**config.mk**
```make
export PLATFORM = sky130hd
export DESIGN_NAME = weight_bank
export DESIGN_NICKNAME = d
export VERILOG_FILES = /design/src/rtl/nn_fixed_pkg.sv /design/src/rtl/sat_add.sv /design/src/rtl/weight_bank.sv
export SDC_FILE = /design/constraint.sdc
export NUM_CORES = 1
export LEC_CHECK = 0
export CAP_MARGIN = 20
export CORE_MARGIN = 2
export CORE_UTILIZATION = 61
export DETAILED_ROUTE_END_ITERATION = 8
export GPL_TIMING_DRIVEN = 0
export PLACE_DENSITY = 0.83
export RECOVER_POWER = 100
export SYNTH_ARGS = -nofsm -noshare
export SYNTH_HDL_FRONTEND = slang
export SYNTH_SLANG_ARGS = --single-unit
```
**constraint.sdc**
```tcl
create_clock -name clk -period 5.3 [get_ports clk]
set_input_delay 1.06 -clock clk [delete_from_list [all_inputs] [get_ports clk]]
set_output_delay 1.06 -clock clk [all_outputs]
set_load 0.02 [all_outputs]
```
**src/rtl/nn_fixed_pkg.sv**
```systemverilog
// Shared fixed-point definitions for the backprop network blocks:
// default word/fraction widths, saturation limits, FSM state type and clog2.
package nn_fixed_pkg;

  localparam int W_DEF    = 16;
  localparam int FRAC_DEF = 10;

  localparam logic signed [W_DEF-1:0] SAT_MAX = 16'sh7FFF;
  localparam logic signed [W_DEF-1:0] SAT_MIN = 16'sh8000;

  // ACCUM collects dw samples; APPLY is the single commit cycle.
  typedef enum logic {
    ST_ACCUM = 1'b0,
    ST_APPLY = 1'b1
  } wb_state_e;

  // Ceiling log2; clog2(1) = 0, clog2(2) = 1, clog2(5) = 3.
  function automatic int clog2(input int value);
    int r;
    int v;
    r = 0;
    v = value - 1;
    while (v > 0) begin
      r++;
      v = v >> 1;
    end
    return r;
  endfunction

endpackage

```
**src/rtl/sat_add.sv**
```systemverilog
// Signed add of an OUT_W weight and an IN_W accumulator, clamped to the
// OUT_W two's-complement range. o_ovf flags that the clamp was applied.
module sat_add #(
  parameter int IN_W  = 17,
  parameter int OUT_W = 16
) (
  input  logic signed [OUT_W-1:0] i_a,
  input  logic signed [IN_W-1:0]  i_b,
  output logic signed [OUT_W-1:0] o_sum,
  output logic                    o_ovf
);

  // One guard bit over the wider operand keeps the raw sum exact.
  localparam int SUM_W = IN_W + 1;
  localparam logic signed [SUM_W-1:0] MAX_V = SUM_W'({1'b0, {(OUT_W-1){1'b1}}});
  localparam logic signed [SUM_W-1:0] MIN_V = ~MAX_V;

  logic signed [SUM_W-1:0] w_sum;

  assign w_sum = SUM_W'(i_a) + SUM_W'(i_b);

  // Clamp the exact sum into the output range.
  always_comb begin
    o_sum = w_sum[OUT_W-1:0];
    o_ovf = 1'b0;
    if (w_sum > MAX_V) begin
      o_sum = MAX_V[OUT_W-1:0];
      o_ovf = 1'b1;
    end else if (w_sum < MIN_V) begin
      o_sum = MIN_V[OUT_W-1:0];
      o_ovf = 1'b1;
    end
  end

endmodule

```
**src/rtl/weight_bank.sv**
```systemverilog
// Bank of N_W signed fixed-point weights. dw samples are summed over BATCH
// accepted transfers, then committed in one APPLY cycle with saturation.
// Handshake: a sample transfers on a rising edge where upd_valid=1 and
// upd_ready=1; upd_ready depends only on registered state, and a sample
// presented while upd_ready=0 is ignored (sources hold upd_valid).
module weight_bank
  import nn_fixed_pkg::*;
#(
  parameter int N_W   = 4,
  parameter int W     = W_DEF,
  parameter int FRAC  = FRAC_DEF,
  parameter int BATCH = 1,
  parameter logic [N_W*W-1:0] INIT_VALS = {N_W{16'h0266}},
  localparam int ACC_W = W + clog2(BATCH),
  localparam int CNT_W = clog2(BATCH + 1)
) (
  input  logic               clk,
  input  logic               reset,
  input  logic               init_req,
  input  logic               upd_valid,
  output logic               upd_ready,
  input  logic [N_W*W-1:0]   dw_flat,
  output logic [N_W*W-1:0]   w_flat,
  output logic               w_valid,
  output logic [N_W-1:0]     sat_flag,
  output logic [CNT_W-1:0]   batch_cnt,
  output wb_state_e          dbg_state
);

  if (BATCH < 1 || N_W < 1 || FRAC >= W) begin : g_param_err
    $error("weight_bank: BATCH and N_W must be >= 1 and FRAC < W");
  end

  localparam logic [CNT_W-1:0] LAST_CNT = CNT_W'(BATCH - 1);

  logic signed [W-1:0]     r_w   [N_W];
  logic signed [ACC_W-1:0] r_acc [N_W];
  logic [CNT_W-1:0]        r_cnt;
  logic [N_W-1:0]          r_sat;
  logic                    r_w_valid;
  wb_state_e               r_state;

  logic signed [W-1:0]     w_dw  [N_W];
  logic signed [W-1:0]     w_sum [N_W];
  logic [N_W-1:0]          w_ovf;

  for (genvar k = 0; k < N_W; k++) begin : g_ch
    assign w_dw[k]          = dw_flat[k*W +: W];
    assign w_flat[k*W +: W] = r_w[k];

    sat_add #(
      .IN_W  (ACC_W),
      .OUT_W (W)
    ) u_sat_add (
      .i_a   (r_w[k]),
      .i_b   (r_acc[k]),
      .o_sum (w_sum[k]),
      .o_ovf (w_ovf[k])
    );
  end

  // Control FSM with accumulators, weights and flags; init_req outranks APPLY.
  always_ff @(posedge clk) begin
    if (reset) begin
      for (int k = 0; k < N_W; k++) begin
        r_w[k]   <= '0;
        r_acc[k] <= '0;
      end
      r_cnt     <= '0;
      r_sat     <= '0;
      r_w_valid <= 1'b0;
      r_state   <= ST_ACCUM;
    end else begin
      r_w_valid <= 1'b0;
      if (init_req) begin
        for (int k = 0; k < N_W; k++) begin
          r_w[k]   <= INIT_VALS[k*W +: W];
          r_acc[k] <= '0;
        end
        r_cnt   <= '0;
        r_sat   <= '0;
        r_state <= ST_ACCUM;
      end else begin
        case (r_state)
          ST_ACCUM: begin
            if (upd_valid) begin
              for (int k = 0; k < N_W; k++) begin
                r_acc[k] <= r_acc[k] + ACC_W'(w_dw[k]);
              end
              r_cnt <= r_cnt + CNT_W'(1);
              if (r_cnt == LAST_CNT) begin
                r_state <= ST_APPLY;
              end
            end
          end
          ST_APPLY: begin
            for (int k = 0; k < N_W; k++) begin
              r_w[k]   <= w_sum[k];
              r_acc[k] <= '0;
            end
            r_sat     <= r_sat | w_ovf;
            r_cnt     <= '0;
            r_w_valid <= 1'b1;
            r_state   <= ST_ACCUM;
          end
          default: r_state <= ST_ACCUM;
        endcase
      end
    end
  end

  assign upd_ready = (r_state == ST_ACCUM);
  assign w_valid   = r_w_valid;
  assign sat_flag  = r_sat;
  assign batch_cnt = r_cnt;
  assign dbg_state = r_state;

endmodule

```
After elaboration in Yosys (flattened, before gate mapping). Memories as Yosys holds them, arrays and structs flattened. Cells that the tools add are included.

Memories: 2. Output and inout bits: 72. Input bits: 68. Flip-flop bits (word level): 7. RAM bits: 128. Logic and storage cells: 102.

Memory list: r_acc (depth 4, bits a word 16, read ports 4, clocked after Yosys merged registers in 0, write ports 4, line weight_bank.sv:37) `logic signed [ACC_W-1:0] r_acc [N_W];`; r_w (depth 4, bits a word 16, read ports 4, clocked after Yosys merged registers in 0, write ports 4, line weight_bank.sv:36) `logic signed [W-1:0] r_w [N_W];`.

Equality and inequality tests: 1. Muxes and demuxes: 55. Reductions and logical operators: 1. Order comparisons: 8. $add $sub $neg: 9. Bitwise operators: 22.

Operators by type and width (number): two-way mux 16 bit (28); adder 16 x 16 -> 17 bit (4); > comparator 17 x 16 -> 1 bit (second input constant) (4); less-than comparator 17 x 16 -> 1 bit (second input constant) (4); adder 16 bit (4); two-way mux 1 bit (25); bitwise OR 1 bit (20); bitwise OR 4 bit (1); one-hot mux 1 bit (2 select lines) (2); inequality test 2 bit (second input constant) (1); OR reduction 2 bit (1); adder 1 bit (second input constant) (1); NOT 1 bit (1).

Longest topological paths before layout. Gate-level depths: netlist of the first run.

Depth after elaboration: 7. Depth in mapped cells: 13. Gate-level depth less buffers: 12.

Modules after synthesis. Synthesis of the first run repeated with hierarchy kept, for this count alone.

Cell total of the unflattened synthesis: 1344. Area, all modules: 11979.0 um^2.

Modules (own cells, without submodules): weight_bank (seq. area each 3343.2 um^2, cells each 820, area an instance 7928.9 um^2, instances 1); sat_add at g_ch[0].u_sat_add ... (seq. area each 0.0 um^2, cells each 132, area an instance 1023.5 um^2, instances 3); sat_add at g_ch[1].u_sat_add (seq. area each 0.0 um^2, cells each 128, area an instance 979.7 um^2, instances 1).

Worst setup path after synthesis of the first run. Ideal clock, no wire load.

Path type: input to register. Start: in dw_flat[16]. End: mem r_acc[1][14] in the netlist's numbering. Buffers on the path: 0. Cell stages on the path: 11. Setup slack: 2156 ps. Data arrival time: 3013 ps. Library setup time: 132 ps. Data required time: 5168 ps. Cell sequence: ha_1 > fa_1 > a21o_1 > a21oi_1 > nor2_1 > o21a_1 > a31o_2 > a21o_1 > a21oi_1 > xor2_1 > o21ai_0.

RTL lines: start: declaration (line weight_bank.sv:22) `input logic [N_W*W-1:0] dw_flat,`; end: declaration (line weight_bank.sv:37).

==> results of run 1 <==
-- worst max-delay path, stage by stage (launching register included) --
cell,delay (ns)
sky130_fd_sc_hd__dfxtp_1,0.39
sky130_fd_sc_hd__ha_1,0.19
sky130_fd_sc_hd__inv_1,0.05
sky130_fd_sc_hd__fa_1,0.41
sky130_fd_sc_hd__nor2b_1,0.12
sky130_fd_sc_hd__o21ai_0,0.10
sky130_fd_sc_hd__a21boi_0,0.34
sky130_fd_sc_hd__o2111ai_1,0.17
sky130_fd_sc_hd__a21oi_1,0.30
sky130_fd_sc_hd__o21ai_0,0.26
sky130_fd_sc_hd__a21oi_1,0.48
sky130_fd_sc_hd__clkbuf_1,0.49
sky130_fd_sc_hd__a222oi_1,0.17
sky130_fd_sc_hd__nor2_1,0.14
-- report_power, final --
| part | total, mW | internal [mW] | switching, mW | leakage [nW] |
|---|---|---|---|---|
| sequential | 1.21 | 1.15 | 0.0529 | 1.30 |
| combinational | 0.751 | 0.332 | 0.419 | 4.20 |
| clock | 1.22 | 0.744 | 0.480 | 0.294 |
-- cell families after synthesis --
family	after synthesis
flip-flops	135
AO/OA/AOI/OAI	343
buffers and inverters	75
XOR/XNOR	93
AND/OR/NAND/NOR	364
multiplexers	24
adder cells (fa/ha/maj)	133
-- placed cells by master (no fill, tap or decap), types with 13 or more instances in the layout --
master	Yosys	layout
sky130_fd_sc_hd__o21a_1	16	16
sky130_fd_sc_hd__nor2b_1	19	19
sky130_fd_sc_hd__ha_1	124	124
sky130_fd_sc_hd__a21oi_1	101	103
sky130_fd_sc_hd__mux2i_1	22	22
sky130_fd_sc_hd__dfxtp_1	71	71
sky130_fd_sc_hd__clkdlybuf4s50_1	0	59
sky130_fd_sc_hd__inv_1	42	42
sky130_fd_sc_hd__a31oi_1	16	17
sky130_fd_sc_hd__xnor2_1	59	59
sky130_fd_sc_hd__clkbuf_16	0	19
sky130_fd_sc_hd__edfxtp_1	64	64
sky130_fd_sc_hd__xor2_1	32	32
sky130_fd_sc_hd__nand2b_1	16	16
sky130_fd_sc_hd__nand3_1	42	42
sky130_fd_sc_hd__clkbuf_1	21	31
sky130_fd_sc_hd__a21o_1	44	44
sky130_fd_sc_hd__dlygate4sd3_1	0	80
sky130_fd_sc_hd__nand2_1	87	88
sky130_fd_sc_hd__nor3_1	26	27
sky130_fd_sc_hd__or3_1	13	13
sky130_fd_sc_hd__o21ai_0	54	58
sky130_fd_sc_hd__nor2_1	104	105
-- final cells by class --
cell class / count / area [µm²]
Multi-Input combinational cell: 957 / 6900
Fill cell: 1339 / 4360
Sequential cell: 135 / 3340
Timing Repair Buffer: 141 / 1400
Clock buffer: 20 / 479
Tap cell: 225 / 282
Inverter: 43 / 161
Buffer: 32 / 133
Clock inverter: 12 / 120
-- worst paths after layout --
kind | from | end | slack (ns) | depth (start not counted)
worst max-delay path | r_acc[2][0]$_SDFFE_PP0P_ | r_w[2][14]$_SDFFE_PP0P_ | 1.60 | 13
worst min-delay path | sat_flag[2]$_SDFFE_PP0P_ | sat_flag[2]$_SDFFE_PP0P_ | 0.48 | 2
worst max register to register | r_acc[2][0]$_SDFFE_PP0P_ | r_w[2][14]$_SDFFE_PP0P_ | 1.60 | 13
worst min register to register | sat_flag[2]$_SDFFE_PP0P_ | sat_flag[2]$_SDFFE_PP0P_ | 0.48 | 2
-- per-stage QoR --
stage | setup WS, ns | instances
finish | 1.60 | 1565
floorplan | 2.16 | 1167
global placement | 1.39 | 1531
detailed placement | 1.32 | 1533
global route | 1.32 | 1565
CTS | 1.74 | 1565
-- per-layer routing --
metal / track usage (%) / vias up / wire length [µm]
met3: 5.74 / 84 / 1920
met1: 39.6 / 4562 / 12300
met4: 13.4 / 2 / 965
li1: - / 4652 / -
met5: 0 / - / 13
met2: 52.0 / 395 / 13500
-- synth_stat cells (4+ instances only) --
cell                          n  area share, %
sky130_fd_sc_hd__fa_1         8            1.5
sky130_fd_sc_hd__a21boi_0     5           0.35
sky130_fd_sc_hd__a41oi_1      4           0.33
sky130_fd_sc_hd__o211ai_1     8           0.57
sky130_fd_sc_hd__o21a_1      16            1.1
sky130_fd_sc_hd__clkbuf_1    21           0.74
sky130_fd_sc_hd__o21ai_1      7           0.33
sky130_fd_sc_hd__mux2i_1     22            2.1
sky130_fd_sc_hd__a221o_1      5           0.47
sky130_fd_sc_hd__and2_1       8           0.47
sky130_fd_sc_hd__or3_1       13           0.77
sky130_fd_sc_hd__a211oi_1     9           0.64
sky130_fd_sc_hd__nor2_1     104            3.7
sky130_fd_sc_hd__a222oi_1     7           0.66
sky130_fd_sc_hd__o21bai_1     7           0.50
sky130_fd_sc_hd__xor2_1      32            2.6
sky130_fd_sc_hd__nand2_1     87            3.1
sky130_fd_sc_hd__nand2b_1    16           0.94
sky130_fd_sc_hd__nor3b_1      5           0.35
sky130_fd_sc_hd__buf_6        4           0.42
sky130_fd_sc_hd__o21ai_0     54            2.5
sky130_fd_sc_hd__nor3_1      26            1.2
sky130_fd_sc_hd__nor2b_1     19            1.1
sky130_fd_sc_hd__a31o_2       4           0.33
sky130_fd_sc_hd__nand3_1     42            2.0
sky130_fd_sc_hd__a21o_1      44            3.1
sky130_fd_sc_hd__and3_1       5           0.29
sky130_fd_sc_hd__edfxtp_1    64             18
sky130_fd_sc_hd__ha_1       124             15
sky130_fd_sc_hd__o2111ai_1    5           0.41
sky130_fd_sc_hd__buf_1        5           0.18
sky130_fd_sc_hd__o31ai_1      6           0.42
sky130_fd_sc_hd__or2_2        5           0.29
sky130_fd_sc_hd__inv_1       42            1.5
sky130_fd_sc_hd__a31oi_1     16           0.94
sky130_fd_sc_hd__dfxtp_1     71             13
sky130_fd_sc_hd__nand3b_1     6           0.42
sky130_fd_sc_hd__o22ai_1      4           0.24
sky130_fd_sc_hd__xnor2_1     59            4.9
sky130_fd_sc_hd__a21oi_1    101            4.8
-- flip-flops by register name (all words and copies together), names as in the netlist --
register and count:
batch_cnt 1, r_w 64, dbg_state 1, w_valid 1
sat_flag 4, r_acc 64
==> results.md, run 1 <==
STA:
- The slew at the pin closest to its max-slew limit is 1.44 ns.
- The worst path in the final design needs a cycle of 3.70 ns, including I/O delays and setup.
- Setup repair after global routing left no endpoint under its margin.
- The worst clock skew is 0.00968 ns.
- The max-slew violation count was 0.
- The final count of negative-setup-slack endpoints is 0.
- The maximum achievable frequency is 0.270 GHz.
- In the final timing run, aggregate negative setup slack is 0 ns.
- Of the available clock period, the critical path in the final layout requires 69.8%.
- Measured against its own limit, the worst slew margin works out to 3.95%.
- Hold timing on the final database bottoms out at a slack of 0.482 ns.
- The number of failing hold endpoints at the final stage is 0.

Drt:
- The final wirelength is 28700 µm.
- For this block, the via count after detailed routing is 9695.
- The detailed-router iteration count before antenna repair is 9.
- The via count normalized by instance count is 6.19.
- The number of violations reported at the end of detailed-routing iteration 0 is 830.
- The count of nets left with antenna violations after detail routing is 0.
- The final routed wire length divided by cell count is 18.3 µm.
- In the routed design, unresolved DRC markers number 0.

Power:
- Across the VDD grid, the largest voltage drop is 240 µV.
- The power per standard cell area is 248 mW/mm².
- For this design the static power due to leakage is 5.80 nW.
- Overall power consumption after layout is estimated at 3.18 mW.

Yosys:
- The share of the synthesized area in compound gates (AO/OA/AOI/OAI) is 22.1%.
- After Yosys synthesis, XOR and XNOR cells account for 7.92% of the synthesized area.
- The distinct cell type count after synthesis is 91.
- After synthesis, the largest family of logic cells by area is compound AO/OA/AOI/OAI gates.
- The number of instances in the synthesized netlist is 1167.
- In the synthesized netlist the dominant register cell turns out to be sky130_fd_sc_hd__dfxtp_1.
- The synthesized netlist devotes 16.2% of its cell area to adder and majority cells.
- Sequential cells were found to cover 31.5% of the synthesized design area.
- The fraction of synthesis flops using an asynchronous set or reset pin is 0%.
- Multiplexer cells account for 2.32% of the synthesized area.
- The simple logic cell fraction of the synthesized area is 16.9%.
- A synthesized cell averages 9.10 µm².
- In this run, synthesis inferred 64 flip-flops with an integrated enable.
- The number of synthesized register bits is 135.
- The post-synth net total is 1367.
- The Yosys step of the flow raised 0 warnings.
- The cell area after synthesis is 0.0106 mm².

Floorplanning:
- The initial standard-cell utilization of the core is 61.8%.
- The chip width is 136 µm.
- The floorplan step set the die height to 136 µm.
- 140 I/O pins were placed.
- The floorplan has 48 rows.
- The total die area is 0.0185 mm².
- After floorplanning, the core was sized to cover 0.0172 mm².

Place:
- The instance area at placement is 0.0123 mm².
- Summed over all nets, the half-perimeter wirelength after detailed placement is 21400 µm.
- The congestion estimate from routability-driven global placement came to 0.875.
- In this run the tool buffered the top-level ports with 139 buffer cells.

Clocking:
- Counting along the longest clock path gives a buffer depth of 2.
- The clock tree root buffer cell is sky130_fd_sc_hd__clkbuf_16.
- The number of buffers added by the clock tree synthesis step is 17.
- The post-cts sizing count is 0.
- After clock tree synthesis, the setup repair step added 0 buffers.
- The hold buffer count at CTS is 0.
- The clock tree from TritonCTS is done.
- Clock latency on the worst-skew pair, taken at its later pin, is 0.43 ns.
- The clock edge transition at the registers on the reported setup and hold paths is 0.06 ns.
- The number of levels the H-tree was split into is 4.
- The clock sink count is 135.

Worst setup path:
- The worst setup path is launched from a flip-flop.
- The category of the worst setup path capture point is a flip-flop.
- The maximum fanout count along the critical path is 10.
- The worst setup path is of the flip-flop to flip-flop kind.
- The critical path arrival is 4.06 ns.
- For the worst setup path, the data required time is 5.66 ns.

Min path:
- The worst hold path belongs to the class flip-flop to flip-flop.

Global route:
- The pin count of the biggest net entering global routing is 23.
- The via count of the first global-routing pass was 9433.
- The first global-routing pass estimated 45400 µm of wire.
- The number of antenna violations at the first check in global routing came to 1.
- In the global route stage, overall resource usage came out at 31.2%.
- Summed over all layers, the global routing overflow is 0.

Final layout:
- The repair_antennas step left the layout with diodes totalling 0.
- The share of final-layout standard cells stronger than drive strength 1 is 4.85%.
- At the end of the flow the core is filled with cells to 74.6%.
- The count of nets after finishing is 1527.
- With fillers left out, the area of the finished cells amounts to 0.0128 mm².
- From synthesis to final layout, the design area changed by 20.7%.

Outcome:
- The flow ran to the end, and the final reports show no timing, DRC or antenna violations.

Job:
- The number of violations of the max-capacitance limit is 0.
No activity file was read; power rests on OpenSTA's default activity.
==> run 2, diff against run 1 <==
Settings changed: CORE_UTILIZATION 61 to 51, PLACE_DENSITY 0.83 to 0.74.
Clock period 5.3 ns to 3.3 ns, I/O delays scaled along.
==> run 2 against run 1 <==
Critical path depth decreased by 5. Sequential power is 60% higher. Highest routed layer is now met4. Clock skew decreased by 0.0012 ns. Count of clock-buffer cells in the layout did not move. Register-to-register slack got worse by 1.4 ns. Worst hold slack got worse by 0.023 ns. Flip-flop and latch count is the same. First-iteration DRC count decreased by 15%. Critical endpoint is now r_acc[2][10]$_SDFFE_PP0P_. Non-clock buffer count did not move.
==> results.md, run 2 (synthesis results as in run 1) <==
Drt:
- The DRC violation count after routing is 0 (unchanged).
- The final wirelength is 28600 µm (-0.30%).
- The count of nets left with antenna violations after detail routing is 0 (unchanged).
- The via count was 9398 (-3.1%).
- The final routed wire length divided by cell count is 17.7 µm (-3.2%).
- The detailed-router iteration count before antenna repair is 7 (-2).
- The number of violations reported at the end of detailed-routing iteration 0 is 709 (-15%).
- The via count normalized by instance count came to 5.83 (-5.8%).

STA:
- The maximum achievable frequency is 0.314 GHz.
- The part of the cycle the worst path needs is 96.5%.
- The max-slew headroom at the worst pin came to 39.2% (+35 points).
- The worst clock skew is 0.00843 ns (-0.00125 ns).
- Setup repair after global routing left no endpoint under its margin.
- The max-slew violation count was 0 (unchanged).
- The setup slack of the critical path after layout came to 0.116 ns (-1.48 ns).
- The worst-case hold slack came to 0.459 ns (-0.0233 ns).
- The number of failing hold endpoints at the final stage is 0 (unchanged).
- The final count of negative-setup-slack endpoints came to 0 (unchanged).
- The slew at the pin closest to its max-slew limit was 0.912 ns (-0.529 ns).
- The post-layout minimum cycle time is 3.18 ns.

Worst setup path:
- The category of the worst setup path capture point is a flip-flop.
- The critical path arrival is 3.47 ns (-0.59 ns).
- STA classifies the critical path startpoint as an input pin.
- The class of the most critical setup path is input pin to flip-flop.
- The data required time of the worst path was 3.59 ns (-2.07 ns).
- The maximum fanout count along the critical path is 10 (unchanged).

Clocking:
- The clock insertion delay at the later pin of the skew report is 0.44 ns (about the same).
- The clock tree root buffer cell is sky130_fd_sc_hd__clkbuf_16.
- The number of buffers added by the clock tree synthesis step came to 17 (unchanged).
- The clock tree from TritonCTS is done.
- The hold buffer count at CTS is 0 (unchanged).
- The number of levels the H-tree was split into is 4 (unchanged).
- The clock edge transition at the registers on the reported setup and hold paths is 0.06 ns (about the same).
- The clock sink count is 135 (unchanged).
- The maximum buffer depth of the clock tree was 2 (unchanged).

Power:
- The power per standard cell area is 397 mW/mm² (+60%).
- The static leakage power is 5.83 nW (+0.53%).
- The total power consumption of the routed design is 5.15 mW (+62%).
- The maximum vdd ir drop is 400 µV (+66%).

Floorplanning:
- The total die area is 0.0220 mm² (+19%).
- The chip width is 148 µm (+9.1%).
- The cell row count is 52 (+8.3%).
- The placeable core region is 0.0203 mm² (+18%).
- The initial standard-cell utilization of the core is 52.3% (-9.5 points).
- The top-level port count was 140 (unchanged).
- The height of the die was 148 µm (+9.1%).

Final layout:
- Leaving out fill and tap cells, the most frequent cell in the layout is sky130_fd_sc_hd__ha_1.
- The number of fillers in the final layout is 1711 (+28%).
- The core occupancy in the finished layout came to 63.9% (-11 points).
- Relative to the synthesized area, the layout overhead comes to 22.2%.
- The count of nets after finishing is 1527 (unchanged).
- Leaving out fill and tap cells, the most frequent cells in the layout are sky130_fd_sc_hd__ha_1 (124), sky130_fd_sc_hd__nor2_1 (104), sky130_fd_sc_hd__a21oi_1 (101), sky130_fd_sc_hd__nand2_1 (87), sky130_fd_sc_hd__dlygate4sd3_1 (75).
- The share of final-layout standard cells stronger than drive strength 1 is 5.97% (+1.1 points).

Place:
- The count of buffers inserted at the top-level ports is 139 (unchanged).
- The routability-driven placement congestion ratio came to 0.896 (+2.4%).
- The placed wire-length estimate after detailed placement is 21600 µm (+1.1%).
- The post-place setup slack came to -0.352 ns (-1.67 ns).

Job:
- The number of violations of the max-capacitance limit is 0 (unchanged).

Global route:
- The via count of the first global-routing pass is 8930 (-5.3%).
- The total congestion overflow is 0 (unchanged).
- The pin count of the biggest net entering global routing is 18 (-22%).
- The total global routing track utilization is 25.9% (-5.3 points).
- The wire length of the first global-routing pass came to 45200 µm (-0.46%).
- The number of antenna violations at the first check in global routing is 1 (unchanged).

Min path:
- The path class of the tightest hold or removal check is flip-flop to flip-flop.

Outcome:
- The run finished with clean final reports.
## run 2: cell types whose count changed in the layout (fill, tap and decap cells not counted), sizes merged
cell	before	now
clkdlybuf4s50	59	64
dlygate4sd3	80	75
buf	4	7
clkbuf	50	47
bufinv	2	3
diode	0	1
inv	45	44
## run 2: power by group
part / total, mW / internal (mW) / switching, mW / leakage, nW
sequential: 1.94 / 1.85 / 0.0837 / 1.30
combinational: 1.21 / 0.540 / 0.667 / 4.23
clock: 2.01 / 1.23 / 0.779 / 0.293
## run 2: what timing repair did
item,4_1_cts,5_1_grt
gates resized for setup,0,4
setup buffers,0,0
setup endpoints to repair,0,13
## run 2: layer usage
layer | part of all wire (%) | track usage [%] | wire length, µm | vias to the layer above
li1 | - | - | - | 4652
met1 | 45 | 34.4 | 12900 | 4400
met2 | 46 | 42.7 | 13200 | 291
met3 | 5.8 | 4.26 | 1670 | 55
met4 | 2.6 | 9.43 | 740 | 0
met5 | 0 | 0 | 0 | -
## run 2: worst max-delay path: stages
cell and delay (ns):
sky130_fd_sc_hd__clkdlybuf4s50_1 0.58, sky130_fd_sc_hd__nor2_1 0.49, sky130_fd_sc_hd__nand2_1 0.25, sky130_fd_sc_hd__inv_1 0.24
sky130_fd_sc_hd__clkbuf_1 0.65, sky130_fd_sc_hd__nor2_1 0.30, sky130_fd_sc_hd__nand2_1 0.21, sky130_fd_sc_hd__o22ai_1 0.09
## run 2: area by class of cell
class / instances / area, µm² / area share (%)
flip-flops and latches: 135 / 3340 / 25.8
multi-input cells: 957 / 6960 / 53.7
clock buffers: 20 / 458 / 3.53
well taps: 270 / 338 / 2.60
repair buffers: 141 / 1400 / 10.8
clock inverters: 12 / 150 / 1.16
inverters: 43 / 161 / 1.24
plain buffers: 32 / 155 / 1.20
diodes: 1 / 2.50 / 0.0193
## run 2: per-stage QoR
| step | area [µm²] | setup TNS, ns | std cells |
|---|---|---|---|
| floorplan | 10600 | 0 | 1167 |
| finish | 13000 | 0 | 1611 |
| CTS | 13000 | 0 | 1610 |
| global placement | 12300 | -3.08 | 1576 |
| detailed placement | 12400 | -3.62 | 1578 |
| global route | 13000 | 0 | 1610 |
## run 2: worst paths after layout
check / slack (ns) / to / from / cells past startpoint
min: 0.46 / sat_flag[2]$_SDFFE_PP0P_ / sat_flag[2]$_SDFFE_PP0P_ / 2
min reg2reg: 0.46 / sat_flag[2]$_SDFFE_PP0P_ / sat_flag[2]$_SDFFE_PP0P_ / 2
max reg2reg: 0.24 / r_w[3][14]$_SDFFCE_PN0P_ / r_w[3][0]$_SDFFCE_PN0P_ / 12
max: 0.12 / r_acc[2][10]$_SDFFE_PP0P_ / reset / 8
==> patch (config.mk and constraints of run 2) <==
Set the package constant `W_DEF` to 24 (it was 16).
--- a/src/rtl/nn_fixed_pkg.sv
+++ b/src/rtl/nn_fixed_pkg.sv
@@ -3,5 +3,5 @@
 package nn_fixed_pkg;
 
-  localparam int W_DEF    = 16;
+  localparam int W_DEF    = 24;
   localparam int FRAC_DEF = 10;
 
Interface: changed (resized dw_flat and w_flat); port bits go from 140 to 204. The function was not compared with the original's and may differ.
==> patch against run 2 <==
Clock skew is 0.0032 ns higher. Total power is 33% higher. Critical endpoint is now r_acc[3][23]$_SDFFCE_PP0P_. Routed wire length is 62% higher. Sequential cell count is 64 higher. Highest routed layer unchanged. Cell area is 54% higher. Setup slack worse by 0.040 ns. First-iteration DRC count is 32% higher. Area after synthesis is 54% higher.
==> patch: results (changes against run 2) <==
[sta]
relSlewSlack_pct = 29.8  ; -9.4 points
setup_ws_ns = 0.0765  ; -0.0395 ns
clock_skew_ns = 0.0116  ; +0.00320 ns

[synthesis]
syn-num-nets = 2149  ; +57%
synth-edff-count = 96  ; +50%
yosysUniqueCellTypes = 91  ; unchanged
synthTopCellsByCount = ha_1, a21oi_1, nand2_1
yosys_warnings = 0  ; unchanged
synth_seq_area_share_pct = 30.2  ; -1.3 points
synthesis.instances = 1853  ; +59%
async_reset_ff_share_pct = 0  ; unchanged
synth_area_leaders = edfxtp_1, ha_1, dfxtp_1
synth-main-ff-cell = dfxtp_1

[final_layout]
layout.nets = 2401  ; +57%
fillerInstances = 2673  ; +56%
drive_above_1_share_pct = 7.55  ; +1.6 points

[detailed_routing]
wl_met1_um = 21000  ; +63%
wl_met3_um = 2840  ; +70%
routedWlPerCell_um = 18.4  ; +3.7%
vias = 15030  ; +60%
drt_first_pass_iters = 5  ; -2
routed.top_layer = met4
wl_met2_um = 21300  ; +61%
drt-initial-drc-count = 935  ; +32%
drt_wl_total_um = 46400  ; +62%

[clock_tree]
clockBufferDepth = 2  ; unchanged
root_buffer = clkbuf_16
clock_latency_ns = 0.46  ; +0.02 ns
clk_pin_slew_ns = 0.07

[min_path]
hold_start = sat_flag[0]$_SDFFE_PP0P_

[setup_path]
rr_startpoint = r_w[3][0]$_SDFFCE_PN0P_
worstPathArrival_ns = 3.39  ; -0.08 ns
r2r_slack_ns = 0.11  ; -0.13 ns
crit_path_max_fanout = 4  ; -6
cp-startpoint = dw_flat[78]

[status]
status = completed

[place]
portBuffers = 203  ; +46%
dpl.hpwl_um = 35200  ; +63%
placed_area_um2 = 19000  ; +53%
place_ws_ns = -1.07  ; -0.719 ns
place_congestion = 0.933  ; +4.0%
post-place-cells = 2460  ; +56%

[pwr]
vdd_drop_max_mv = 0.354  ; -12%
p_leak_nw = 9.15  ; +57%

[global_routing]
grt_max_degree = 34  ; +16
antenna_found_initial = 1  ; unchanged
grt_pass1_wl_um = 72900  ; +61%
grt_use_total_pct = 27.3  ; +1.4 points

-- patch: worst max-delay path: stages --
cell             delay, ns
clkdlybuf4s50_1       0.43
ha_1                  0.36
a2111oi_1             0.38
o21ai_1               0.19
a41oi_2               0.31
o31ai_1               0.18
a2111oi_2             0.47
o2bb2ai_1             0.20
xnor2_1               0.15
nor2_1                0.07
-- patch: power by group --
| part | internal (W) | total [W] | switching, W |
|---|---|---|---|
| logic | 0.000835 | 0.00187 | 0.00103 |
| clock network | 0.00112 | 0.00213 | 0.00101 |
| registers | 0.00272 | 0.00284 | 0.000118 |
| total | 0.00467 | 0.00684 | 0.00216 |
-- patch: kinds of logic after synthesis --
logic type | Yosys count | synth area share, %
AOI/OAI and AO/OA | 631 | 26.1
xor gates and xnor gates | 154 | 8.27
adders and majority gates | 197 | 15.4
buffers and inverters | 117 | 2.92
DFF | 199 | 30.2
muxes | 32 | 2.07
and+or+nand+nor | 523 | 15.1
-- patch: area by class of cell --
type,instances,share of cell area [%]
Antenna cell,2,0.0250
Clock buffer,20,2.18
Inverter,61,1.15
Tap cell,402,2.52
Clock inverter,12,0.638
Sequential cell,199,24.7
Timing Repair Buffer,233,11.5
Multi-Input combinational cell,1537,55.8
Buffer,56,1.44
-- patch: final timing paths --
check,to,cells past startpoint
hold / removal,sat_flag[0]$_SDFFE_PP0P_,2
setup / recovery,r_acc[3][23]$_SDFFCE_PP0P_,10
setup reg to reg,r_w[3][1]$_SDFFCE_PN0P_,13
hold reg to reg,sat_flag[0]$_SDFFE_PP0P_,2
-- patch: stage by stage --
stage | util (%) | hold WS (ns)
6_report | 63.2 | 0.471
5_1_grt | 63.2 | 0.490
4_1_cts | 62.1 | 0.483
3_5_place_dp | 60.0 | 0.465
3_3_place_gp | 59.8 | 0.439
2_1_floorplan | - | 0.448
-- patch: per-layer routing --
layer,global-route usage (%),up-vias
met5,0,-
met4,9.79,0
met3,4.49,76
met2,45.3,459
met1,35.8,7090
li1,-,7405
-- patch: repair_timing --
action                     in CTS  in global routing
pin swaps                       5                 26
setup endpoints to repair      80                126
setup buffers                   6                 22
resized for setup              17                 51
hold buffers                    0                  0
